--- src/rtl/lsu_master_if.sv ---
// rtl/lsu_master_if.sv - single-beat data-memory request/acknowledge bus for lsu_master
interface lsu_master_if;
  logic        mem_req_o;
  logic        mem_we_o;
  logic [7:0]  mem_addr_o;
  logic [31:0] mem_wdata_o;
  logic [31:0] mem_rdata_i;
  logic        mem_ack_i;

  modport master (
    output mem_req_o, mem_we_o, mem_addr_o, mem_wdata_o,
    input  mem_rdata_i, mem_ack_i
  );

  modport slave (
    input  mem_req_o, mem_we_o, mem_addr_o, mem_wdata_o,
    output mem_rdata_i, mem_ack_i
  );
endinterface

--- src/rtl/lsu_master.sv ---
// rtl/lsu_master.sv - load/store unit: IDLE/REQ FSM driving a single-beat data-memory bus
// Optional request timeout is enabled by defining LSU_TIMEOUT_EN.
module lsu_master #(
  parameter int unsigned TIMEOUT_CYCLES = 16
) (
  input  logic         clk,
  input  logic         rst_n,
  input  logic         valid_i,
  input  logic [5:0]   op,
  input  logic [31:0]  alu_i,
  input  logic [31:0]  addr_i,
  output logic [31:0]  write_o,
  output logic         wb_valid_o,
  output logic         stall_o,
  output logic         err_o,
  lsu_master_if.master mem
);

  localparam logic [5:0] OP_LW = 6'b010001;
  localparam logic [5:0] OP_SW = 6'b010000;

  typedef enum logic {
    IDLE = 1'b0,
    REQ  = 1'b1
  } state_e;

  state_e      state_q, state_d;
  logic        req_q, req_d;
  logic        we_q, we_d;
  logic [7:0]  addr_q, addr_d;
  logic [31:0] wdata_q, wdata_d;
  logic [31:0] write_q, write_d;
  logic        wbv_q, wbv_d;
  logic        is_mem;
  logic        timeout;
  logic [31:0] alu_result;

  assign is_mem = (op == OP_LW) || (op == OP_SW);

  always_comb begin
    alu_result = 32'h0;
    case (op[5:4])
      2'b00:   alu_result = alu_i;
      2'b10:   alu_result = addr_i;
      default: alu_result = 32'h0;
    endcase
  end

`ifdef LSU_TIMEOUT_EN
  localparam int unsigned CW = (TIMEOUT_CYCLES > 2) ? $clog2(TIMEOUT_CYCLES) : 1;

  logic [CW-1:0] cnt_q, cnt_d;
  logic          err_q;

  // cnt_q holds the number of completed REQ cycles; the last allowed one is TIMEOUT_CYCLES-1.
  assign timeout = (state_q == REQ) && !mem.mem_ack_i && (cnt_q == CW'(TIMEOUT_CYCLES - 1));

  always_comb begin
    cnt_d = '0;
    if (state_q == REQ) begin
      cnt_d = cnt_q + 1'b1;
    end
  end

  always_ff @(posedge clk or negedge rst_n) begin
    if (!rst_n) begin
      cnt_q <= '0;
      err_q <= 1'b0;
    end else begin
      cnt_q <= cnt_d;
      err_q <= timeout;
    end
  end

  assign err_o = err_q;
`else
  logic unused_timeout;
  assign unused_timeout = ^TIMEOUT_CYCLES;
  assign timeout        = 1'b0;
  assign err_o          = 1'b0;
`endif

  always_ff @(posedge clk or negedge rst_n) begin
    if (!rst_n) begin
      state_q <= IDLE;
      req_q   <= 1'b0;
      we_q    <= 1'b0;
      addr_q  <= 8'h0;
      wdata_q <= 32'h0;
      write_q <= 32'h0;
      wbv_q   <= 1'b0;
    end else begin
      state_q <= state_d;
      req_q   <= req_d;
      we_q    <= we_d;
      addr_q  <= addr_d;
      wdata_q <= wdata_d;
      write_q <= write_d;
      wbv_q   <= wbv_d;
    end
  end

  always_comb begin
    state_d = state_q;
    case (state_q)
      IDLE: begin
        if (valid_i && is_mem) begin
          state_d = REQ;
        end
      end
      REQ: begin
        if (mem.mem_ack_i || timeout) begin
          state_d = IDLE;
        end
      end
      default: state_d = IDLE;
    endcase
  end

  // Bus fields are only loaded on REQ entry so they stay stable for the whole request.
  always_comb begin
    req_d   = req_q;
    we_d    = we_q;
    addr_d  = addr_q;
    wdata_d = wdata_q;
    write_d = write_q;
    wbv_d   = 1'b0;
    stall_o = 1'b0;
    case (state_q)
      IDLE: begin
        if (valid_i) begin
          if (is_mem) begin
            stall_o = 1'b1;
            req_d   = 1'b1;
            we_d    = (op == OP_SW);
            addr_d  = addr_i[7:0];
            wdata_d = alu_i;
          end else begin
            write_d = alu_result;
            wbv_d   = 1'b1;
          end
        end
      end
      REQ: begin
        stall_o = !mem.mem_ack_i && !timeout;
        if (mem.mem_ack_i) begin
          req_d   = 1'b0;
          wbv_d   = 1'b1;
          write_d = we_q ? 32'h0 : mem.mem_rdata_i;
        end else if (timeout) begin
          req_d   = 1'b0;
          wbv_d   = 1'b1;
          write_d = 32'h0;
        end
      end
      default: ;
    endcase
  end

  assign write_o         = write_q;
  assign wb_valid_o      = wbv_q;
  assign mem.mem_req_o   = req_q;
  assign mem.mem_we_o    = we_q;
  assign mem.mem_addr_o  = addr_q;
  assign mem.mem_wdata_o = wdata_q;

endmodule
--- src/flat_wrapper.sv ---
// flat-port wrapper written by rule: the top's interface ports become plain ports
module lsu_master_flat 
#(
  parameter int unsigned TIMEOUT_CYCLES = 16
)
  (clk, rst_n, valid_i, op, alu_i, addr_i, write_o, wb_valid_o, stall_o, err_o, mem_mem_req_o, mem_mem_we_o, mem_mem_addr_o, mem_mem_wdata_o, mem_mem_rdata_i, mem_mem_ack_i);
  lsu_master_if mem_i ();
  input  logic clk;
  input  logic rst_n;
  input  logic valid_i;
  input  logic [5:0] op;
  input  logic [31:0] alu_i;
  input  logic [31:0] addr_i;
  output logic [31:0] write_o;
  output logic wb_valid_o;
  output logic stall_o;
  output logic err_o;
  output wire logic [$bits(mem_i.mem_req_o)-1:0] mem_mem_req_o;
  output wire logic [$bits(mem_i.mem_we_o)-1:0] mem_mem_we_o;
  output wire logic [$bits(mem_i.mem_addr_o)-1:0] mem_mem_addr_o;
  output wire logic [$bits(mem_i.mem_wdata_o)-1:0] mem_mem_wdata_o;
  input wire logic [$bits(mem_i.mem_rdata_i)-1:0] mem_mem_rdata_i;
  input wire logic [$bits(mem_i.mem_ack_i)-1:0] mem_mem_ack_i;
  assign mem_mem_req_o = mem_i.mem_req_o;
  assign mem_mem_we_o = mem_i.mem_we_o;
  assign mem_mem_addr_o = mem_i.mem_addr_o;
  assign mem_mem_wdata_o = mem_i.mem_wdata_o;
  assign mem_i.mem_rdata_i = mem_mem_rdata_i;
  assign mem_i.mem_ack_i = mem_mem_ack_i;
  lsu_master #(.TIMEOUT_CYCLES(TIMEOUT_CYCLES)) u_core (.clk(clk), .rst_n(rst_n), .valid_i(valid_i), .op(op), .alu_i(alu_i), .addr_i(addr_i), .write_o(write_o), .wb_valid_o(wb_valid_o), .stall_o(stall_o), .err_o(err_o), .mem(mem_i));
endmodule
--- config.mk ---
export PLATFORM = sky130hd
export DESIGN_NAME = lsu_master_flat
export DESIGN_NICKNAME = d
export VERILOG_FILES = /design/src/rtl/lsu_master_if.sv /design/src/rtl/lsu_master.sv /design/src/flat_wrapper.sv
export SDC_FILE = /design/constraint.sdc
export NUM_CORES = 1
export LEC_CHECK = 0
export ABC_AREA = 1
export CAP_MARGIN = 30
export CELL_PAD_IN_SITES_DETAIL_PLACEMENT = 1
export CELL_PAD_IN_SITES_GLOBAL_PLACEMENT = 2
export CORE_ASPECT_RATIO = 0.9
export CORE_MARGIN = 1
export CORE_UTILIZATION = 23
export CTS_BUF_LIST = sky130_fd_sc_hd__clkbuf_8
export DETAILED_ROUTE_END_ITERATION = 10
export GPL_TIMING_DRIVEN = 0
export PLACE_DENSITY_LB_ADDON = 0.2
export SLEW_MARGIN = 5
export SYNTH_ARGS = -nofsm -noshare
export SYNTH_HDL_FRONTEND = slang
export SYNTH_SLANG_ARGS = --single-unit
export TNS_END_PERCENT = 50
--- constraint.sdc ---
create_clock -name clk -period 2.4 [get_ports clk]
set_clock_uncertainty 0.1 [all_clocks]
set_input_delay 0.36 -clock clk [delete_from_list [all_inputs] [get_ports clk]]
set_output_delay 0.36 -clock clk [all_outputs]
set_load 0.01 [all_outputs]
==> summary.txt <==
Clock tree
  – Skew-Pair Late Insertion Delay: 0.36 ns
  – Clk Tree Root Cell: clkbuf_8
  – Clk sink count: 76
  – H-tree levels: 3
  – Total CTS buffers: 9
  – TritonCTS clock tree: done
  – Bufs on Longest Clock Path: 2
  – Clock transition at path regs: 0.08 ns

Outcome
  – Status: finished clean

Floorplanning
  – Core Region: 16200 um^2
  – Ports: 183
  – Placement row count: 44
  – Die Area: 17100 um^2
  – Die Y: 124 um
  – Initial core utilization: 0.236
  – Die Width: 138 um

GRT
  – First-pass GRT wire length: 24.0 mm
  – Initial antenna violation count: 0
  – Overall Global Routing Usage: 0.191
  – Number of global-route vias before repair: roughly 4400
  – Largest net degree at the start of global routing: 46
  – Gr ovfl total: 0

Run
  – Max_cap viols: 0

Critical path
  – Data required time of the worst path: 1.94 ns
  – Worst Setup Path Type: in -> out
  – Worst setup SP type: primary input
  – Worst setup EP type: output port
  – Crit path DAT: 1.70 ns
  – Max FO, Critical Path: 10
  – Reg2Reg Depth: 7

Cells and area
  – Filler cells: 1985
  – Share of post-route cells with drive strength above 1: 0.0598
  – Non-filler cells, final: 943
  – Final Cell Area: 6110 um^2
  – Most frequent cells in the layout: nand2_1 (269), clkdlybuf4s50_1 (178), dfrtp_1 (76), nand3_1 (65), inv_1 (43)
  – Most common cell after layout, fill and taps aside: nand2_1
  – Final nets: 837
  – Synth-to-layout area growth: 60.2%
  – N_diodes: 0

Pwr
  – Final Power: ~3.7 mW
  – Leakage: roughly 3.1 nW
  – PD cells: 613 nW/um^2
  – Max IR drop VDD: 0.341 mV

Detailed routing
  – First-pass detailed-route iteration total: 4
  – Via density per instance: 4.44
  – Post-Route WL: approximately 16 mm
  – Vias: about 4200
  – DR DRC count: 0
  – Routed Antenna Nets: 0
  – Iter 0 DRT Violations: 157
  – WL/cell: 16.6 um

Timing
  – Tcrit/Tclk final: 0.899
  – Relative slew margins: 0.624
  – Slew Viols, Final: 0
  – Fin crit period: ~2.2 ns
  – Measured slew at the worst slew-check pin: 0.564 ns
  – Final hold vios: 0
  – Final worst slack: 0.242 ns
  – Finish-stage setup viols: 0
  – RSZ-0062 raised after global routing: false
  – TNS Setup: 0 ns
  – Max frequency: 463 MHz

Synth
  – Post-synthesis compound-gate area fraction: 0.0551
  – Mapped Nets: 645
  – Yosys top cell area share: 0.499
  – Synth Area in Adders: 0
  – Largest family of logic cells by synthesized area: simple AND/OR/NAND/NOR gates
  – Synthesis Warnings: 0
  – Xor/xnor share of the synthesized area: 0
  – Post-synthesis cell area: 3810 um^2
  – Area leader, netlist: dfrtp_1
  – Register area share after synthesis: 0.499
  – Netlist cell types: 15
  – Simple-gate area share of the yosys netlist: 0.360
  – Seq cells post-synth: 76
  – Cells after Synth: 539
  – Largest cells by area after synthesis: dfrtp_1 (50%), nand2_1 (26%), nand3_1 (8.5%), o21ai_1 (5.5%), inv_1 (4.1%)
  – Mean Syn Cell Area: about 7.1 um^2
  – Mux share of post-synthesis cell area: 0

Place
  – Hpwl dp: 11.9 mm
  – DP Area: 5900 um^2
  – Post-Place Worst Slack: -0.304 ns
  – Port buffer count: 180
  – Routability congestion estimate: 0.805
  – Dpl cells: 927

Worst hold path
  – Worst hold-check path type: in -> async
state kept, by name, indices dropped and copies added, names as in the netlist:
signal,cells
u_core.wb_valid_o,1
u_core.write_o,32
u_core.state_q,1
u_core.mem.mem_we_o,1
u_core.mem.mem_wdata_o,32
u_core.mem.mem_addr_o,8
u_core.mem.mem_req_o,1
path summary, 6_finish.rpt:
kind                            slack, ns                                   start                                     end
worst max-delay path                 0.24                                   op[4]                                 stall_o
worst min-delay path                 0.38                                   rst_n           u_core.write_o[4]$_DFFE_PN0P_
worst max register to register       0.58                u_core.state_q$_DFF_PN0_          u_core.write_o[10]$_DFFE_PN0P_
max in group asynchronous            1.21                                   rst_n          u_core.write_o[25]$_DFFE_PN0P_
worst min register to register       0.40  u_core.mem.mem_wdata_o[11]$_DFFE_PN0P_  u_core.mem.mem_wdata_o[11]$_DFFE_PN0P_
min in group clk                     0.40  u_core.mem.mem_wdata_o[11]$_DFFE_PN0P_  u_core.mem.mem_wdata_o[11]$_DFFE_PN0P_
critical path, cell delays in order:
cell	delay (ns)
clkdlybuf4s50_1	0.51
inv_2	0.09
nor2_2	0.11
nand4_1	0.12
clkbuf_4	0.22
o21ai_1	0.11
clkbuf_2	0.17
layer usage:
metal	track usage	share of wire	vias to the layer above
met5	0	0	-
met4	0.0476	0.012	0
met3	0.0582	0.067	15
met2	0.307	0.47	116
met1	0.249	0.45	2016
li1	-	-	2043
report_power, final:
| group | total (mW) | internal (mW) | leakage [nW] | switching [mW] |
|---|---|---|---|---|
| clock | 1.03 | 0.530 | 0.107 | 0.496 |
| combinational | 1.12 | 0.624 | 2.00 | 0.493 |
| sequential | 1.60 | 1.48 | 0.990 | 0.121 |
| total | 3.74 | 2.63 | 3.09 | 1.11 |
cell type report:
class	instances	area [um^2]	share of cell area
Buffer	34	158	0.0258
Clock buffer	11	151	0.0248
Clock inverter	5	51.3	0.00840
Inverter	44	165	0.0270
Multi-Input combinational cell	384	1590	0.260
Sequential cell	76	1900	0.311
Tap cell	207	259	0.0424
Timing Repair Buffer	182	1830	0.300
metrics by stage:
stage,hold WS (ns),utilization
after global routing,0.392,0.377
after global placement,0.369,0.363
after floorplan,-0.0356,-
after CTS,0.371,0.378
final,0.382,0.377
after detailed placement,0.245,0.364
what timing repair did:
| action | CTS | global route |
|---|---|---|
| hold buffers | 1 | 0 |
| setup endpoints to repair | 1 | 1 |
| buffers inserted | 0 | 0 |
| gates resized for setup | 3 | 2 |
| endpoints found under the hold margin | 31 | 0 |
cell usage after synthesis:
| library cell | number |
|---|---|
| nor2_1 | 2 |
| buf_2 | 18 |
| nand2_1 | 269 |
| nand3_1 | 65 |
| inv_1 | 42 |
| buf_4 | 1 |
| dfrtp_1 | 76 |
| nand2_2 | 1 |
| buf_1 | 3 |
| nand4_1 | 1 |
| o21ai_1 | 42 |
| inv_2 | 2 |
| nor2_2 | 3 |
| conb_1 | 1 |
| clkbuf_1 | 13 |
cells by family (layout without fill, tap and decap cells):
logic type / Yosys count / count (layout)
simple gates: 341 / 341
buf+inv: 79 / 276
flops: 76 / 76
compound gates: 42 / 42
other cells: 1 / 1
Note: power is estimated with default switching activity, not from simulation.
